==> config.mk <==
export PLATFORM = sky130hd
export DESIGN_NAME = codec_i2c_cfg_seq
export DESIGN_NICKNAME = d
export VERILOG_FILES = /design/src/rtl/codec_i2c_cfg_seq.sv
export SDC_FILE = /design/constraint.sdc
export NUM_CORES = 1
export LEC_CHECK = 0
export CAP_MARGIN = 25
export CORE_UTILIZATION = 59
export CTS_BUF_LIST = sky130_fd_sc_hd__clkbuf_16
export CTS_CLUSTER_DIAMETER = 150
export DETAILED_ROUTE_END_ITERATION = 10
export PLACE_DENSITY = 0.94
export SETUP_SLACK_MARGIN = 0.1
export SLEW_MARGIN = 25
export SYNTH_ARGS = -nofsm -noshare
export SYNTH_HDL_FRONTEND = slang
export SYNTH_SLANG_ARGS = --single-unit
export TNS_END_PERCENT = 30
==> constraint.sdc <==
create_clock -name clk -period 7.7 [get_ports clk]
set_input_delay 1.925 -clock clk [delete_from_list [all_inputs] [get_ports clk]]
set_output_delay 1.925 -clock clk [all_outputs]
set_load 0.005 [all_outputs]
==> src/rtl/codec_i2c_cfg_seq.sv <==
// codec_i2c_cfg_seq
// Programs the WM8731 codec over a shared I2C master. After reset, or on
// init_start, it walks an 11-entry init table. Afterwards it forwards single
// software register writes. NACKs are retried a bounded number of times, and a
// transfer that never starts is treated as a failure.
//
// Ports:
//   clk, reset          system clock, asynchronous active-high reset
//   init_start          pulse, restarts the init table (deferred while busy)
//   sw_req, sw_packet   software write request (level) and 24-bit packet
//   sw_ack, sw_err      one-cycle completion pulse, error flag valid with it
//   i2c_packet, wr_i2c  packet and start pulse to the I2C master
//   i2c_idle            I2C master idle
//   i2c_ack_err         NACK flag, sampled on the cycle i2c_idle rises
//   init_done, init_err sticky init status
//   busy                high in every state except IDLE
//
// state      | meaning
// -----------+----------------------------------------------------------
// IDLE       | waiting for init_start (or pending restart) or sw_req
// LOAD       | present packet, wait for the master to be idle
// ISSUE      | one-cycle wr_i2c pulse, arm start timeout
// WAIT_START | wait for i2c_idle to fall, or time out
// WAIT_DONE  | wait for i2c_idle to rise, latch NACK
// CHECK      | retry, or record the outcome
// GAP        | idle spacing after a finished packet, then next entry / IDLE
module codec_i2c_cfg_seq #(
  parameter logic [7:0]  DEV_ADDR      = 8'h34,
  parameter int unsigned MAX_RETRY     = 3,
  parameter logic [15:0] GAP_CYCLES    = 16'd500,
  parameter logic [15:0] START_TIMEOUT = 16'd1000
) (
  input  logic        clk,
  input  logic        reset,
  input  logic        init_start,
  input  logic        sw_req,
  input  logic [23:0] sw_packet,
  output logic        sw_ack,
  output logic        sw_err,
  output logic [23:0] i2c_packet,
  output logic        wr_i2c,
  input  logic        i2c_idle,
  input  logic        i2c_ack_err,
  output logic        init_done,
  output logic        init_err,
  output logic        busy
);

  typedef enum logic [2:0] {
    S_IDLE,
    S_LOAD,
    S_ISSUE,
    S_WAIT_START,
    S_WAIT_DONE,
    S_CHECK,
    S_GAP
  } state_t;

  localparam logic       SRC_INIT  = 1'b0;
  localparam logic       SRC_SW    = 1'b1;
  localparam logic [3:0] LAST_IDX  = 4'd10;
  localparam logic [7:0] RETRY_MAX = 8'(MAX_RETRY);
  // Down-counters run from N-1 to 0, so a count of 0 still costs one cycle.
  localparam logic [15:0] GAP_LOAD = (GAP_CYCLES == 16'd0) ? 16'd0 : GAP_CYCLES - 16'd1;
  localparam logic [15:0] TMO_LOAD = (START_TIMEOUT == 16'd0) ? 16'd0 : START_TIMEOUT - 16'd1;

  state_t      state, next;
  logic [3:0]  idx;
  logic        src;
  logic [7:0]  retry_cnt;
  logic [15:0] tmr;
  logic        fail;
  logic [23:0] sw_pkt;
  logic        init_pend;
  logic        start_init;
  logic        retry_more;

  // {reg[6:0], data[8:0]}
  function automatic logic [15:0] init_entry(input logic [3:0] i);
    case (i)
      4'd0:    init_entry = {7'd15, 9'h000};
      4'd1:    init_entry = {7'd6,  9'h010};
      4'd2:    init_entry = {7'd0,  9'h017};
      4'd3:    init_entry = {7'd1,  9'h017};
      4'd4:    init_entry = {7'd2,  9'h079};
      4'd5:    init_entry = {7'd3,  9'h079};
      4'd6:    init_entry = {7'd4,  9'h012};
      4'd7:    init_entry = {7'd5,  9'h000};
      4'd8:    init_entry = {7'd7,  9'h042};
      4'd9:    init_entry = {7'd8,  9'h000};
      default: init_entry = {7'd9,  9'h001};
    endcase
  endfunction

  assign start_init = init_start | init_pend;
  assign retry_more = fail && (retry_cnt < RETRY_MAX);

  always_ff @(posedge clk or posedge reset) begin
    if (reset) state <= S_LOAD;
    else       state <= next;
  end

  always_comb begin
    next   = state;
    wr_i2c = 1'b0;
    sw_ack = 1'b0;
    sw_err = 1'b0;
    busy   = (state != S_IDLE);
    case (state)
      S_IDLE: begin
        if (start_init || sw_req) next = S_LOAD;
      end
      S_LOAD: begin
        if (i2c_idle) next = S_ISSUE;
      end
      S_ISSUE: begin
        wr_i2c = 1'b1;
        next   = S_WAIT_START;
      end
      S_WAIT_START: begin
        if (!i2c_idle)        next = S_WAIT_DONE;
        else if (tmr == '0)   next = S_CHECK;
      end
      S_WAIT_DONE: begin
        if (i2c_idle) next = S_CHECK;
      end
      S_CHECK: begin
        if (retry_more) begin
          next = S_LOAD;
        end else begin
          next = S_GAP;
          if (src == SRC_SW) begin
            sw_ack = 1'b1;
            sw_err = fail;
          end
        end
      end
      S_GAP: begin
        if (tmr == '0) begin
          if (src == SRC_INIT && idx != LAST_IDX) next = S_LOAD;
          else                                    next = S_IDLE;
        end
      end
      default: next = S_IDLE;
    endcase
  end

  always_ff @(posedge clk or posedge reset) begin
    if (reset) begin
      idx        <= '0;
      src        <= SRC_INIT;
      retry_cnt  <= '0;
      tmr        <= '0;
      fail       <= 1'b0;
      sw_pkt     <= '0;
      i2c_packet <= '0;
      init_done  <= 1'b0;
      init_err   <= 1'b0;
      init_pend  <= 1'b0;
    end else begin
      // A restart requested mid-sequence waits for the next return to IDLE.
      if (init_start && state != S_IDLE) init_pend <= 1'b1;

      case (state)
        S_IDLE: begin
          if (start_init) begin
            idx       <= '0;
            src       <= SRC_INIT;
            retry_cnt <= '0;
            init_done <= 1'b0;
            init_err  <= 1'b0;
            init_pend <= 1'b0;
          end else if (sw_req) begin
            sw_pkt    <= sw_packet;
            src       <= SRC_SW;
            retry_cnt <= '0;
          end
        end
        S_LOAD: begin
          i2c_packet <= (src == SRC_SW) ? sw_pkt : {DEV_ADDR, init_entry(idx)};
        end
        S_ISSUE: begin
          tmr  <= TMO_LOAD;
          fail <= 1'b0;
        end
        S_WAIT_START: begin
          if (i2c_idle) begin
            if (tmr == '0) fail <= 1'b1;
            else           tmr  <= tmr - 16'd1;
          end
        end
        S_WAIT_DONE: begin
          if (i2c_idle) fail <= i2c_ack_err;
        end
        S_CHECK: begin
          if (retry_more) begin
            retry_cnt <= retry_cnt + 8'd1;
          end else begin
            tmr <= GAP_LOAD;
            if (src == SRC_INIT && fail) init_err <= 1'b1;
          end
        end
        S_GAP: begin
          if (tmr == '0) begin
            if (src == SRC_INIT) begin
              if (idx != LAST_IDX) begin
                idx       <= idx + 4'd1;
                retry_cnt <= '0;
              end else if (!init_err) begin
                init_done <= 1'b1;
              end
            end
          end else begin
            tmr <= tmr - 16'd1;
          end
        end
        default: ;
      endcase
    end
  end

endmodule

==> reports/metrics.csv, run 1 <==
metric,value,unit
status,"finished, final reports clean",
WL/cell,18.4,um
Hold Fails Final Rpt,0,
global routing met2 resource utilization,46.9,%
#FFs+latches synth,84,
Final HPWL DP,6840,um
via count,3840,
CP max-delay cell,dfrtp_1,
CTS Sinks,84,
clock skew,0.00690,ns
GRT Total Usage,30.2,%
Antenna Nets Post-Route,0,
drt first pass iters,5,
"Slew Viols, Final",0,
worst-skew pair later-pin latency,0.35,ns
critical path's top delay family,buffers and inverters,
delay of the slowest critical-path stage,0.72,ns
P per Cell Area,334,nW/um2
Detailed Route Iter0 Violations,537,
mapped cell area,4380,um2
routability cong.,0.909,
Post-synth EDFFs,0,
largest net degree at the start of global routing,85,
crit path DAT,3.07,ns
RSZ-0062 raised after global routing,false,
Mean Syn Cell Area,9.81,um2
crit share post-route,64.8,%
Slew headroom,40.7,%
pre-CTS setup slack,3.15,ns
Critical path buffers and inverters,3,
Synth Instances,447,
Synth Warn #,0,
Final setup viols,0,
Final Util,73.7,%
cell-by-cell trace of the critical path,"clkinv_1, or3_1, clkinv_1, clkdlybuf4s50_1",
CP Max Fanout,20,
Clock Tree Buf Depth,2,
vias in the first global route,3576,
Worst Setup SP,state[1],
syn nets,490,
diode count,0,
HP Class,register to register,
Critical Path RT,5.78,ns
DR DRC count,0,
Nets,536,
WS Path Type,register to primary output,
max-cap viol count,0,
CTS resizes,0,
initial antenna violation count,0,
peak supply drop,0.243,mV
leakage power total,2.20,nW
Starting Density,60.8,%
GRT met1 Usage,41.6,%
clock-pin slew on the worst setup and hold paths,0.07,ns
Reg-to-Reg Start,tmr[0],
Setup TNS,0,ns
GR Util met3,5.37,%
total power,1.78,mW
row count,31,
IO Port Bufs,59,
CTS tree,yes,
dpl cells,581,
Overflow after GRT,0,
share of layout cells above drive strength 1,12.0,%
fillers,484,
Die Y,88.2,um
overall die width,88.2,um
hold path startpoint,i2c_packet[17],
slew of the pin with the lowest slew margin,0.882,ns
"non-filler cells, final",597,
CP Launch Type,register,
"most used cell, CP",clkinv_1,
CTS Buf Count,9,
Post-CTS Setup Bufs,0,
Most Crowded Layer GR,met2,
drt total wl,11000,um
"Seq/Total Area, Yosys",48.0,%
Yosys cell types,63,
Post-CTS Hold Buffers,0,
asr flop ratio synth,100,%
core area,7210,um2
Synth Flop Type,dfrtp_1,
Max Clk Rate,200,MHz
CP Capture Type,primary output,
Syn-to-layout area delta,21.3,%
H-tree levels,3,
Via density,6.43,
I/O pin count,60,
Clock Tree Root,clkbuf_16,
final worst setup slack,2.71,ns
Die Footprint,7780,um2
Final min period,4.99,ns
first-pass GRT wire length,17800,um
[routing by layer]
metal | wire length (um) | share of wire (%)
met3 | 777 | 7.1
met2 | 5430 | 49
met1 | 4530 | 41
met4 | 282 | 2.6
met5 | 0 | 0
[state kept, by name, indices dropped and copies added (netlist names)]
register	cells
fail	1
i2c_packet	24
idx	4
init_done	1
init_err	1
init_pend	1
retry_cnt	8
src	1
state	3
sw_pkt	24
tmr	16
[cells in the final DEF, fill, tap and decap left out, drive strengths merged, types with 3 or more instances in the layout]
cell type	n
nor4	9
nand2b	7
and3	5
clkinv	5
or4	4
or3	12
nand4	5
mux2i	6
dfrtp	83
nor4b	3
nor2b	3
o21ai	24
nor3	13
clkdlybuf4s50	59
nand2	53
or2	4
o31ai	8
nand3b	4
nand3	24
a21oi	24
a31oi	6
nor3b	4
a2111o	3
ha	13
o211ai	7
inv	17
o22ai	3
a21o	4
clkbuf	9
mux2	25
nor2	20
[layout make-up]
class	instances	area (um2)	share of cell area, %
Clock inverter	7	71.3	1.34
Clock buffer	9	225	4.24
Tap cell	99	124	2.33
Timing Repair Buffer	61	609	11.5
Sequential cell	84	2100	39.6
Multi-Input combinational cell	322	2130	40.0
Inverter	15	57.6	1.08
[per-stage QoR]
step / hold slack (ns) / instance area (um2)
6_report: 0.469 / 5320
5_1_grt: 0.504 / 5320
4_1_cts: 0.471 / 5310
3_5_place_dp: 0.455 / 5020
3_3_place_gp: 0.450 / 5010
2_1_floorplan: 0.461 / 4380
[synth_stat cells (10+ instances only)]
master | number | area share [%]
mux2_2 | 25 | 6.4
o21ai_0 | 24 | 2.7
nor3_1 | 13 | 1.5
a21oi_1 | 24 | 2.7
or3_1 | 10 | 1.4
nor2_1 | 20 | 1.7
nand2_1 | 53 | 4.5
clkbuf_1 | 19 | 1.6
ha_1 | 13 | 3.7
inv_1 | 13 | 1.1
nand3_1 | 24 | 2.7
dfrtp_1 | 83 | 47
[where the power goes]
part | switching, mW | leakage [nW] | internal (mW)
clock | 0.204 | 0.148 | 0.230
sequential | 0.125 | 1.06 | 0.583
combinational | 0.337 | 0.994 | 0.298
total | 0.665 | 2.20 | 1.11
[worst register-to-register path, delay by kind of cell, from the launching register on]
kind	cells	cell delay, ns
buffers and inverters	1	0.12
adder cells (fa/ha/maj)	1	0.16
AND/OR/NAND/NOR	2	1.38
AO/OA/AOI/OAI	2	0.63
flip-flops	1	0.37
[kinds of logic after synthesis]
family / share of synthesized area, %
DFF: 48.0
muxes: 7.79
and+or+nand+nor: 21.2
AOI/OAI and AO/OA: 15.6
buffers and inverters: 3.74
adders and majority gates: 3.71
[final timing paths]
check / endpoint / slack (ns) / depth (start not counted)
max: wr_i2c / 2.71 / 4
min: i2c_packet[17] / 0.47 / 2
max reg2reg: tmr[2] / 4.93 / 6
min reg2reg: i2c_packet[17] / 0.47 / 2
max in group asynchronous: sw_pkt[4] / 5.06 / 3
min in group asynchronous: idx[1] / 2.07 / 3
(Power assumes the default switching activity.)
==> run 2, diff against run 1 <==
--- a/config.mk
+++ b/config.mk
@@ -6,11 +6,11 @@
 export NUM_CORES = 1
 export LEC_CHECK = 0
 export CAP_MARGIN = 25
-export CORE_UTILIZATION = 59
+export CORE_UTILIZATION = 50
 export CTS_BUF_LIST = sky130_fd_sc_hd__clkbuf_16
 export CTS_CLUSTER_DIAMETER = 150
 export DETAILED_ROUTE_END_ITERATION = 10
-export PLACE_DENSITY = 0.94
+export PLACE_DENSITY = 0.86
 export SETUP_SLACK_MARGIN = 0.1
 export SLEW_MARGIN = 25
 export SYNTH_ARGS = -nofsm -noshare
==> constraint.sdc (replaced) <==
create_clock -name clk -period 4.2 [get_ports clk]
set_input_delay 1.05 -clock clk [delete_from_list [all_inputs] [get_ports clk]]
set_output_delay 1.05 -clock clk [all_outputs]
set_load 0.005 [all_outputs]
==> reports/metrics.csv, run 2 (same netlist as run 1, synthesis figures left out) <==
metric,value,unit,change
Antenna Nets Post-Route,0,,unchanged
Die Footprint,9150,um2,+18%
CTS Buf Count,9,,unchanged
via count,3711,,-3.4%
CTS resizes,0,,unchanged
reg2reg setup slack,1.48,ns,-3.45 ns
first-pass GRT wire length,17200,um,-3.8%
H-tree levels,3,,unchanged
Post-CTS Hold Buffers,0,,unchanged
cell-by-cell trace of the critical path,"nand3b_1, a21oi_1, and3_1, clkdlybuf4s50_1",,
share of layout cells above drive strength 1,12.5,%,+0.50 points
overall die width,95.6,um,+8.4%
Final Util,64.2,%,-9.5 points
diode count,0,,unchanged
"Slew Viols, Final",0,,unchanged
Overflow after GRT,0,,unchanged
Clock Tree Buf Depth,2,,unchanged
Detailed Route Iter0 Violations,405,,-25%
initial antenna violation count,0,,unchanged
I/O pin count,60,,unchanged
CTS tree,yes,,
P per Cell Area,607,nW/um2,+82%
Reg power frac,39.1,%,-0.7 points
Post-CTS Setup Bufs,0,,unchanged
top flop regs,"i2c_packet: 24 flops, sw_pkt: 24 flops, tmr: 16 flops",,
Final min period,3.65,ns,
worst-skew pair later-pin latency,0.34,ns,about the same
Slew headroom,44.6,%,+4.0 points
slew of the pin with the lowest slew margin,0.823,ns,-0.0587 ns
CP Capture Type,primary output,,
RSZ-0062 raised after global routing,false,,
clock group share of total power,24.0,%,-0.4 points
IO Port Bufs,59,,unchanged
DR DRC count,0,,unchanged
max-cap viol count,0,,unchanged
GRT Total Usage,25.0,%,-5.3 points
Critical path buffers and inverters,1,,-2
Syn-to-layout area delta,22.1,%,
leakage power total,2.22,nW,+0.77%
CP max-delay cell,dfstp_2,,
crit path DAT,2.60,ns,-0.47 ns
critical path's top delay family,flip-flops,,
Die Y,95.6,um,+8.4%
Switching Share,37.0,%,-0.48 points
Setup TNS,0,ns,unchanged
drt total wl,10600,um,-3.3%
crit share post-route,87.0,%,
row count,33,,+6.5%
vias in the first global route,3467,,-3.0%
drt first pass iters,6,,+1
Nets,540,,+0.75%
Clock Tree Root,clkbuf_16,,
Max Clk Rate,274,MHz,
Starting Density,52.6,%,-8.2 points
clock skew,0.0112,ns,+0.00426 ns
"commonest cells after routing, fill and taps aside","dfrtp_1, clkdlybuf4s50_1, nand2_1",,
largest net degree at the start of global routing,47,,-45%
Final setup viols,0,,unchanged
Final HPWL DP,7320,um,+7.0%
CTS Sinks,84,,unchanged
HP Class,register to register,,
core area,8340,um2,+16%
Int Power,2.05,mW,+84%
Comb pwr share,36.9,%,+1.2 points
CP Max Fanout,20,,unchanged
clock-pin slew on the worst setup and hold paths,0.07,ns,about the same
WL/cell,17.5,um,-4.9%
peak supply drop,0.425,mV,+75%
Switch Pwr,1.20,mW,+80%
CP Launch Type,register,,
routability cong.,0.891,,-2.0%
Hold Fails Final Rpt,0,,unchanged
WS Path Type,register to primary output,,
"most common cell after layout, fill and taps aside",dfrtp_1,,
Via density,6.11,,-5.0%
Critical Path RT,3.15,ns,-2.63 ns
delay of the slowest critical-path stage,0.73,ns,about the same
status,"finished, final reports clean",,
-- run 2: power by group through the flow --
stage / sequential [mW] / clock [mW] / combinational, mW
4_1_cts: 1.27 / 0.789 / 1.19
5_1_grt: 1.31 / 0.827 / 1.30
3_5_place_dp: 1.28 / 0 / 1.18
3_3_place_gp: 1.27 / 0 / 1.14
2_1_floorplan: 1.21 / 0 / 0.763
6_report: 1.27 / 0.781 / 1.20
-- run 2: worst paths after layout --
kind | endpoint | depth (start not counted) | from
min in group asynchronous | i2c_packet[0] | 2 | reset
max reg2reg | tmr[2] | 6 | tmr[0]
min reg2reg | i2c_packet[14] | 2 | i2c_packet[14]
min | i2c_packet[14] | 2 | i2c_packet[14]
max | sw_err | 4 | state[0]
max in group asynchronous | state[0] | 3 | reset
-- run 2: through the flow --
step	total power, mW	instances	area (um2)	hold slack, ns	setup WS [ns]
2_1_floorplan	1.97	447	4380	0.461	0.987
3_3_place_gp	2.41	591	5040	0.454	1.06
3_5_place_dp	2.47	591	5050	0.462	0.987
4_1_cts	3.25	607	5350	0.480	0.595
5_1_grt	3.44	607	5350	0.495	0.352
6_report	3.25	607	5350	0.476	0.546
-- run 2: area by class of cell --
| type | instances | area (um2) |
|---|---|---|
| Fill cell | 669 | 2990 |
| Clock inverter | 7 | 78.8 |
| Inverter | 15 | 57.6 |
| Timing Repair Buffer | 65 | 636 |
| Clock buffer | 9 | 225 |
| Multi-Input combinational cell | 322 | 2120 |
| Tap cell | 105 | 131 |
| Sequential cell | 84 | 2100 |
-- run 2: metal layers --
metal	global-route usage [%]	wire length, um
met5	0	0
met4	9.58	186
met3	4.63	717
met2	40.5	5200
met1	33.2	4540
-- run 2: tightest hold or removal path, cell delays in order, from the launching register on --
cell	delay [ns]
dfrtp_1	0.35
nand2_1	0.05
nand2_1	0.05
